$ cat src/rtl/alu_pkg.sv
// Shared ALU definitions: operand width, opcode map and the mul/div sequencer state encoding.
package alu_pkg;

  localparam int unsigned WIDTH = 32;

  localparam logic [4:0] OpAdd  = 5'b00011;
  localparam logic [4:0] OpSub  = 5'b00100;
  localparam logic [4:0] OpAnd  = 5'b00101;
  localparam logic [4:0] OpOr   = 5'b00110;
  localparam logic [4:0] OpShr  = 5'b00111;
  localparam logic [4:0] OpShra = 5'b01000;
  localparam logic [4:0] OpShl  = 5'b01001;
  localparam logic [4:0] OpRor  = 5'b01010;
  localparam logic [4:0] OpRol  = 5'b01011;
  localparam logic [4:0] OpDiv  = 5'b01111;
  localparam logic [4:0] OpMul  = 5'b10000;
  localparam logic [4:0] OpNeg  = 5'b10001;
  localparam logic [4:0] OpNot  = 5'b10010;

  typedef enum logic [2:0] {
    StIdle,
    StMul,
    StDiv,
    StFix,
    StDone
  } state_e;

endpackage

$ cat src/rtl/twos_neg.sv
// Conditional two's-complement negate; used for operand magnitudes and result sign fix-up.
module twos_neg #(
  parameter int unsigned WIDTH = 32
) (
  input  logic [WIDTH-1:0] a,
  input  logic             neg,
  output logic [WIDTH-1:0] y
);

  always_comb begin
    y = neg ? (~a + WIDTH'(1)) : a;
  end

endmodule

$ cat src/rtl/muldiv_sequencer.sv
// Iterative signed multiply (radix-2 Booth) and restoring divide, 32 steps per operation,
// with results held in HI/LO registers and a one-cycle done pulse.
module muldiv_sequencer #(
  parameter int unsigned WIDTH  = alu_pkg::WIDTH,
  parameter logic [4:0]  MUL_OP = alu_pkg::OpMul,
  parameter logic [4:0]  DIV_OP = alu_pkg::OpDiv
) (
  input  logic             clock,
  input  logic             clear,
  input  logic             start,
  input  logic [4:0]       opcode,
  input  logic [WIDTH-1:0] A,
  input  logic [WIDTH-1:0] B,
  output logic             busy,
  output logic             done,
  output logic             div_by_zero,
  output logic [WIDTH-1:0] Zhighout,
  output logic [WIDTH-1:0] Zlowout
);

  import alu_pkg::*;

  localparam int unsigned     CntW    = $clog2(WIDTH + 1);
  localparam logic [CntW-1:0] LastCnt = CntW'(WIDTH);

  state_e          state_q, state_d;
  logic [CntW-1:0] cnt_q, cnt_d;
  // acc holds the Booth accumulator for MUL and the partial remainder for DIV.
  logic [WIDTH:0]   acc_q, acc_d;
  // opa: multiplicand M or divisor magnitude. opq: multiplier Q or dividend/quotient.
  logic [WIDTH-1:0] opa_q, opa_d;
  logic [WIDTH-1:0] opq_q, opq_d;
  logic             q_m1_q, q_m1_d;
  logic             sign_a_q, sign_a_d;
  logic             sign_q_q, sign_q_d;
  logic             dbz_q, dbz_d;
  logic [WIDTH-1:0] zhi_q, zhi_d;
  logic [WIDTH-1:0] zlo_q, zlo_d;

  logic [WIDTH-1:0] abs_a, abs_b, quot_fix, rem_fix;
  logic [WIDTH:0]   m_ext, booth_sum;
  logic [WIDTH-1:0] rem_sh;
  logic [WIDTH:0]   trial;

  twos_neg #(.WIDTH(WIDTH)) u_abs_a (.a(A), .neg(A[WIDTH-1]), .y(abs_a));
  twos_neg #(.WIDTH(WIDTH)) u_abs_b (.a(B), .neg(B[WIDTH-1]), .y(abs_b));
  twos_neg #(.WIDTH(WIDTH)) u_fix_q (.a(opq_q), .neg(sign_q_q), .y(quot_fix));
  twos_neg #(.WIDTH(WIDTH)) u_fix_r (.a(acc_q[WIDTH-1:0]), .neg(sign_a_q), .y(rem_fix));

  always_comb begin
    m_ext = {opa_q[WIDTH-1], opa_q};
    unique case ({opq_q[0], q_m1_q})
      2'b01:   booth_sum = acc_q + m_ext;
      2'b10:   booth_sum = acc_q - m_ext;
      default: booth_sum = acc_q;
    endcase
    // Remainder stays below the divisor magnitude, so the shifted value fits WIDTH bits unsigned.
    rem_sh = {acc_q[WIDTH-2:0], opq_q[WIDTH-1]};
    trial  = {1'b0, rem_sh} - {1'b0, opa_q};
  end

  always_comb begin
    state_d  = state_q;
    cnt_d    = cnt_q;
    acc_d    = acc_q;
    opa_d    = opa_q;
    opq_d    = opq_q;
    q_m1_d   = q_m1_q;
    sign_a_d = sign_a_q;
    sign_q_d = sign_q_q;
    dbz_d    = dbz_q;
    zhi_d    = zhi_q;
    zlo_d    = zlo_q;

    unique case (state_q)
      StIdle: begin
        if (start && opcode == MUL_OP) begin
          opa_d   = A;
          opq_d   = B;
          acc_d   = '0;
          q_m1_d  = 1'b0;
          cnt_d   = '0;
          dbz_d   = 1'b0;
          state_d = StMul;
        end else if (start && opcode == DIV_OP) begin
          if (B != '0) begin
            opa_d    = abs_b;
            opq_d    = abs_a;
            acc_d    = '0;
            sign_a_d = A[WIDTH-1];
            sign_q_d = A[WIDTH-1] ^ B[WIDTH-1];
            cnt_d    = '0;
            dbz_d    = 1'b0;
            state_d  = StDiv;
          end else begin
            zlo_d   = '1;
            zhi_d   = A;
            dbz_d   = 1'b1;
            state_d = StDone;
          end
        end
      end
      StMul: begin
        if (cnt_q == LastCnt) begin
          zhi_d   = acc_q[WIDTH-1:0];
          zlo_d   = opq_q;
          state_d = StDone;
        end else begin
          acc_d  = {booth_sum[WIDTH], booth_sum[WIDTH:1]};
          opq_d  = {booth_sum[0], opq_q[WIDTH-1:1]};
          q_m1_d = opq_q[0];
          cnt_d  = cnt_q + CntW'(1);
        end
      end
      StDiv: begin
        if (cnt_q == LastCnt) begin
          state_d = StFix;
        end else begin
          acc_d = {1'b0, (trial[WIDTH] ? rem_sh : trial[WIDTH-1:0])};
          opq_d = {opq_q[WIDTH-2:0], ~trial[WIDTH]};
          cnt_d = cnt_q + CntW'(1);
        end
      end
      StFix: begin
        zlo_d   = quot_fix;
        zhi_d   = rem_fix;
        state_d = StDone;
      end
      StDone: begin
        state_d = StIdle;
      end
      default: begin
        state_d = StIdle;
      end
    endcase
  end

  always_ff @(posedge clock or posedge clear) begin
    if (clear) begin
      state_q  <= StIdle;
      cnt_q    <= '0;
      acc_q    <= '0;
      opa_q    <= '0;
      opq_q    <= '0;
      q_m1_q   <= 1'b0;
      sign_a_q <= 1'b0;
      sign_q_q <= 1'b0;
      dbz_q    <= 1'b0;
      zhi_q    <= '0;
      zlo_q    <= '0;
    end else begin
      state_q  <= state_d;
      cnt_q    <= cnt_d;
      acc_q    <= acc_d;
      opa_q    <= opa_d;
      opq_q    <= opq_d;
      q_m1_q   <= q_m1_d;
      sign_a_q <= sign_a_d;
      sign_q_q <= sign_q_d;
      dbz_q    <= dbz_d;
      zhi_q    <= zhi_d;
      zlo_q    <= zlo_d;
    end
  end

  always_comb begin
    busy        = (state_q == StMul) || (state_q == StDiv) || (state_q == StFix);
    done        = (state_q == StDone);
    div_by_zero = dbz_q;
    Zhighout    = zhi_q;
    Zlowout     = zlo_q;
  end

endmodule
$ cat config.mk
export PLATFORM = sky130hd
export DESIGN_NAME = muldiv_sequencer
export DESIGN_NICKNAME = d
export VERILOG_FILES = /design/src/rtl/alu_pkg.sv /design/src/rtl/twos_neg.sv /design/src/rtl/muldiv_sequencer.sv
export SDC_FILE = /design/constraint.sdc
export NUM_CORES = 1
export LEC_CHECK = 0
export CAP_MARGIN = 20
export CORE_MARGIN = 3
export CORE_UTILIZATION = 50
export CTS_BUF_LIST = sky130_fd_sc_hd__clkbuf_4 sky130_fd_sc_hd__clkbuf_8
export CTS_CLUSTER_DIAMETER = 100
export DETAILED_ROUTE_END_ITERATION = 16
export HOLD_SLACK_MARGIN = 0.06
export PLACE_DENSITY_LB_ADDON = 0.12
export SETUP_SLACK_MARGIN = 0.05
export SLEW_MARGIN = 40
export SYNTH_ARGS = -nofsm -noshare
export SYNTH_HDL_FRONTEND = slang
export SYNTH_SLANG_ARGS = --single-unit
$ cat constraint.sdc
create_clock -name clock -period 7.51 [get_ports clock]
set_clock_uncertainty 0.15 [all_clocks]
set_input_delay 1.502 -clock clock [delete_from_list [all_inputs] [get_ports clock]]
set_output_delay 1.502 -clock clock [all_outputs]
set_load 0.05 [all_outputs]
==> results.py <==
metrics = {
    "setup_path": {
        "cp_max_fo": 24,
        "required_ps": 7780,
        "critPathCaptureType": "register",
        "rrSetupSlack_ps": 2270,
        "startpoint_type": "primary input",
        "criticalPathCategory": "in -> reg",
        "arrival_ps": 5830,
    },
    "place": {
        "hpwl_mm": 37.16,
        "gp_congestion": 0.9682,
        "portBuffers": 138,
        "placed_area_mm2": 0.01685,
    },
    "clock_network": {
        "holdBufCountCts": 0,
        "post_cts_buffers": 0,
        "numCtsBuffers": 17,
        "cts.clk_slew.worst_paths_ps": 100,
        "cts_root_buf": "clkbuf_8",
        "htreeDepth": 4,
        "clkLatencyLatePin_ps": 500,
        "clock_path_buffers": 2,
        "clock_sinks": 174,
        "ctsResizeCount": 0,
        "cts_tree": "done",
    },
    "timing": {
        "fin_crit_ps": 5566,
        "setup_violations": 0,
        "hold_viol": 0,
        "timing.final.crit_share": 0.7412,
        "tns_ps": 0,
        "slew_headroom": 0.4198,
        "worst_pin_slew_ps": 862.4,
        "rsz0062_at_grt": "no",
        "final_max_slew_viol_count": 0,
        "fmax_ghz": 0.1797,
    },
    "synthesis": {
        "synth_top_family_by_area": "compound AO/OA/AOI/OAI gates",
        "ys.flop_type": "dfrtp_1",
        "ys_seq_area_frac": 0.2849,
        "synthMuxAreaShare": 0.01891,
        "synthCells": 1994,
        "synth-edff-count": 0,
        "synth_cell_type_count": 83,
        "synth_compound_gate_area_share": 0.2809,
        "yosysWarnings": 0,
        "synthSimpleGateAreaFrac": 0.1968,
        "synthArstFlopShare": 1.000,
        "synthAdderAreaFrac": 0.06156,
        "synth-xor-area-share": 0.1060,
        "ys_ff_latch": 174,
        "synthesis.area_mm2": 0.01528,
        "synthesis.nets": 2140,
        "avgSynthCellArea_um2": 7.665,
    },
    "finish": {
        "syn_to_final_growth_pct": 13.19,
        "layout_commonest_cell": "nor2_1",
        "layout-drive-gt1-share": 0.04585,
        "final_core_util": 0.5791,
        "design_area_mm2": 0.01730,
        "num_antenna_cells": 0,
        "fin_nets": 2183,
        "layout_common_cells": "nor2_1 (235), nand2_1 (200), a21oi_1 (191), o21ai_0 (179), dfrtp_1 (174)",
    },
    "route": {
        "met1_length_mm": 22.01,
        "routed_wl_mm": 49.17,
        "met3_length_mm": 3.058,
        "wire_per_inst_um": 20.15,
        "drc": 0,
        "top_layer": "met4",
        "drt_pre_antenna_iters": 7,
        "ant_nets": 0,
        "viasPerCell": 6.291,
        "drt_iter0_markers": 1477,
        "wl_met2_mm": 22.97,
        "num_vias": 15350,
    },
    "die": {
        "placement_rows": 63,
        "io_pins": 139,
        "fp.dieH_um": 180.8,
        "die_w_um": 180.8,
        "initial_core_util": 0.5116,
        "coreArea_mm2": 0.02987,
        "design.die.area_mm2": 0.03270,
    },
    "grt": {
        "antenna_found_initial": 0,
        "grt_pass1_wl_mm": 77.74,
        "grt_pass1_vias": 14110,
        "grt-ovfl-total": 0,
        "grt_usage": 0.2915,
        "grt_max_degree": 147,
    },
    "power": {
        "vdd_drop_max_uv": 268.3,
        "pwr_density_cell_mw_per_mm2": 523.0,
        "leakagePower_nw": 6.895,
    },
    "outcome": {
        "status": "finished clean",
    },
    "min_path": {
        "hold_path.class": "reg -> reg",
    },
    "run": {
        "drv_cap": 0,
    },
}
-- metrics by stage --
step                      std cells  hold slack [ps]  total power [mW]  setup WS (ps)
final                          2440            337.3             9.049           1944
after global routing           2440            358.3             9.816           1738
after CTS                      2439            344.0             9.004           2049
after detailed placement       2407            321.8             8.272           1531
after global placement         2405            311.6             8.149           1458
after floorplan                1994            312.1             6.643           1141
-- Yosys cell counts, types with 32 or more instances --
master	number	area (µm²)
nor2_1	237	889.6
nand2_1	201	754.5
a21oi_1	191	955.9
o21ai_0	179	895.9
dfrtp_1	174	4354
clkbuf_1	108	405.4
xnor2_1	96	840.8
xor2_1	89	779.5
ha_1	72	900.9
inv_1	63	236.5
a31oi_1	58	362.9
nor3_1	34	170.2
a211oi_1	32	240.2
-- worst max-delay path, cell delays in order --
cell and delay (ps):
clkdlybuf4s50_1 480, inv_1 90, ha_1 170, or3b_2 520, nor4_2 530, nand4_1 460
o41ai_4 520, o21a_1 620, buf_4 410, nand2_1 90, o21ai_0 160, a311oi_1 130
o211ai_1 140
-- kinds of logic (layout without fill, tap and decap cells) --
kind of cell	after synthesis	count (layout)
xor gates and xnor gates	185	185
DFF	174	174
adders and majority gates	74	74
and+or+nand+nor	655	655
buffers and inverters	198	254
muxes	28	28
AOI/OAI and AO/OA	680	680
-- final timing paths --
kind / startpoint / end / cells after the start
max reg2reg: opa_q[7] / acc_q[31] / 15
max in group asynchronous: clear / Zlowout[21] / 4
max: B[0] / acc_q[28] / 13
min: Zhighout[30] / Zhighout[30] / 2
min reg2reg: Zhighout[30] / Zhighout[30] / 2
min in group asynchronous: clear / acc_q[3] / 2
-- where the power goes --
part	switching, mW	internal (mW)	total [mW]	leakage [nW]
clock	0.394	0.319	0.714	0.199
sequential	0.634	1.37	2.00	2.04
combinational	3.89	2.44	6.33	4.66
-- area by class of cell --
type	count	area, µm²
Tap cell	390	488.0
Sequential cell	174	4354
Clock inverter	12	136.4
Inverter	65	251.5
Multi-Input combinational cell	1622	10230
Timing Repair Buffer	157	1572
Clock buffer	20	269.0
Fill cell	2801	12570
-- flip-flops by register name, summed over array words and instances, names as in the netlist, 3 cells and up --
register and flops:
opq_q 32, acc_q 33, Zhighout 32, cnt_q 6, state_q 3, Zlowout 32
opa_q 32
-- metal layers --
layer / up-vias / track usage
met5: - / 0
met4: 0 / 0.07983
met3: 77 / 0.03725
met2: 592 / 0.4741
met1: 7358 / 0.4102
li1: 7322 / -
(Power assumes the default switching activity.)
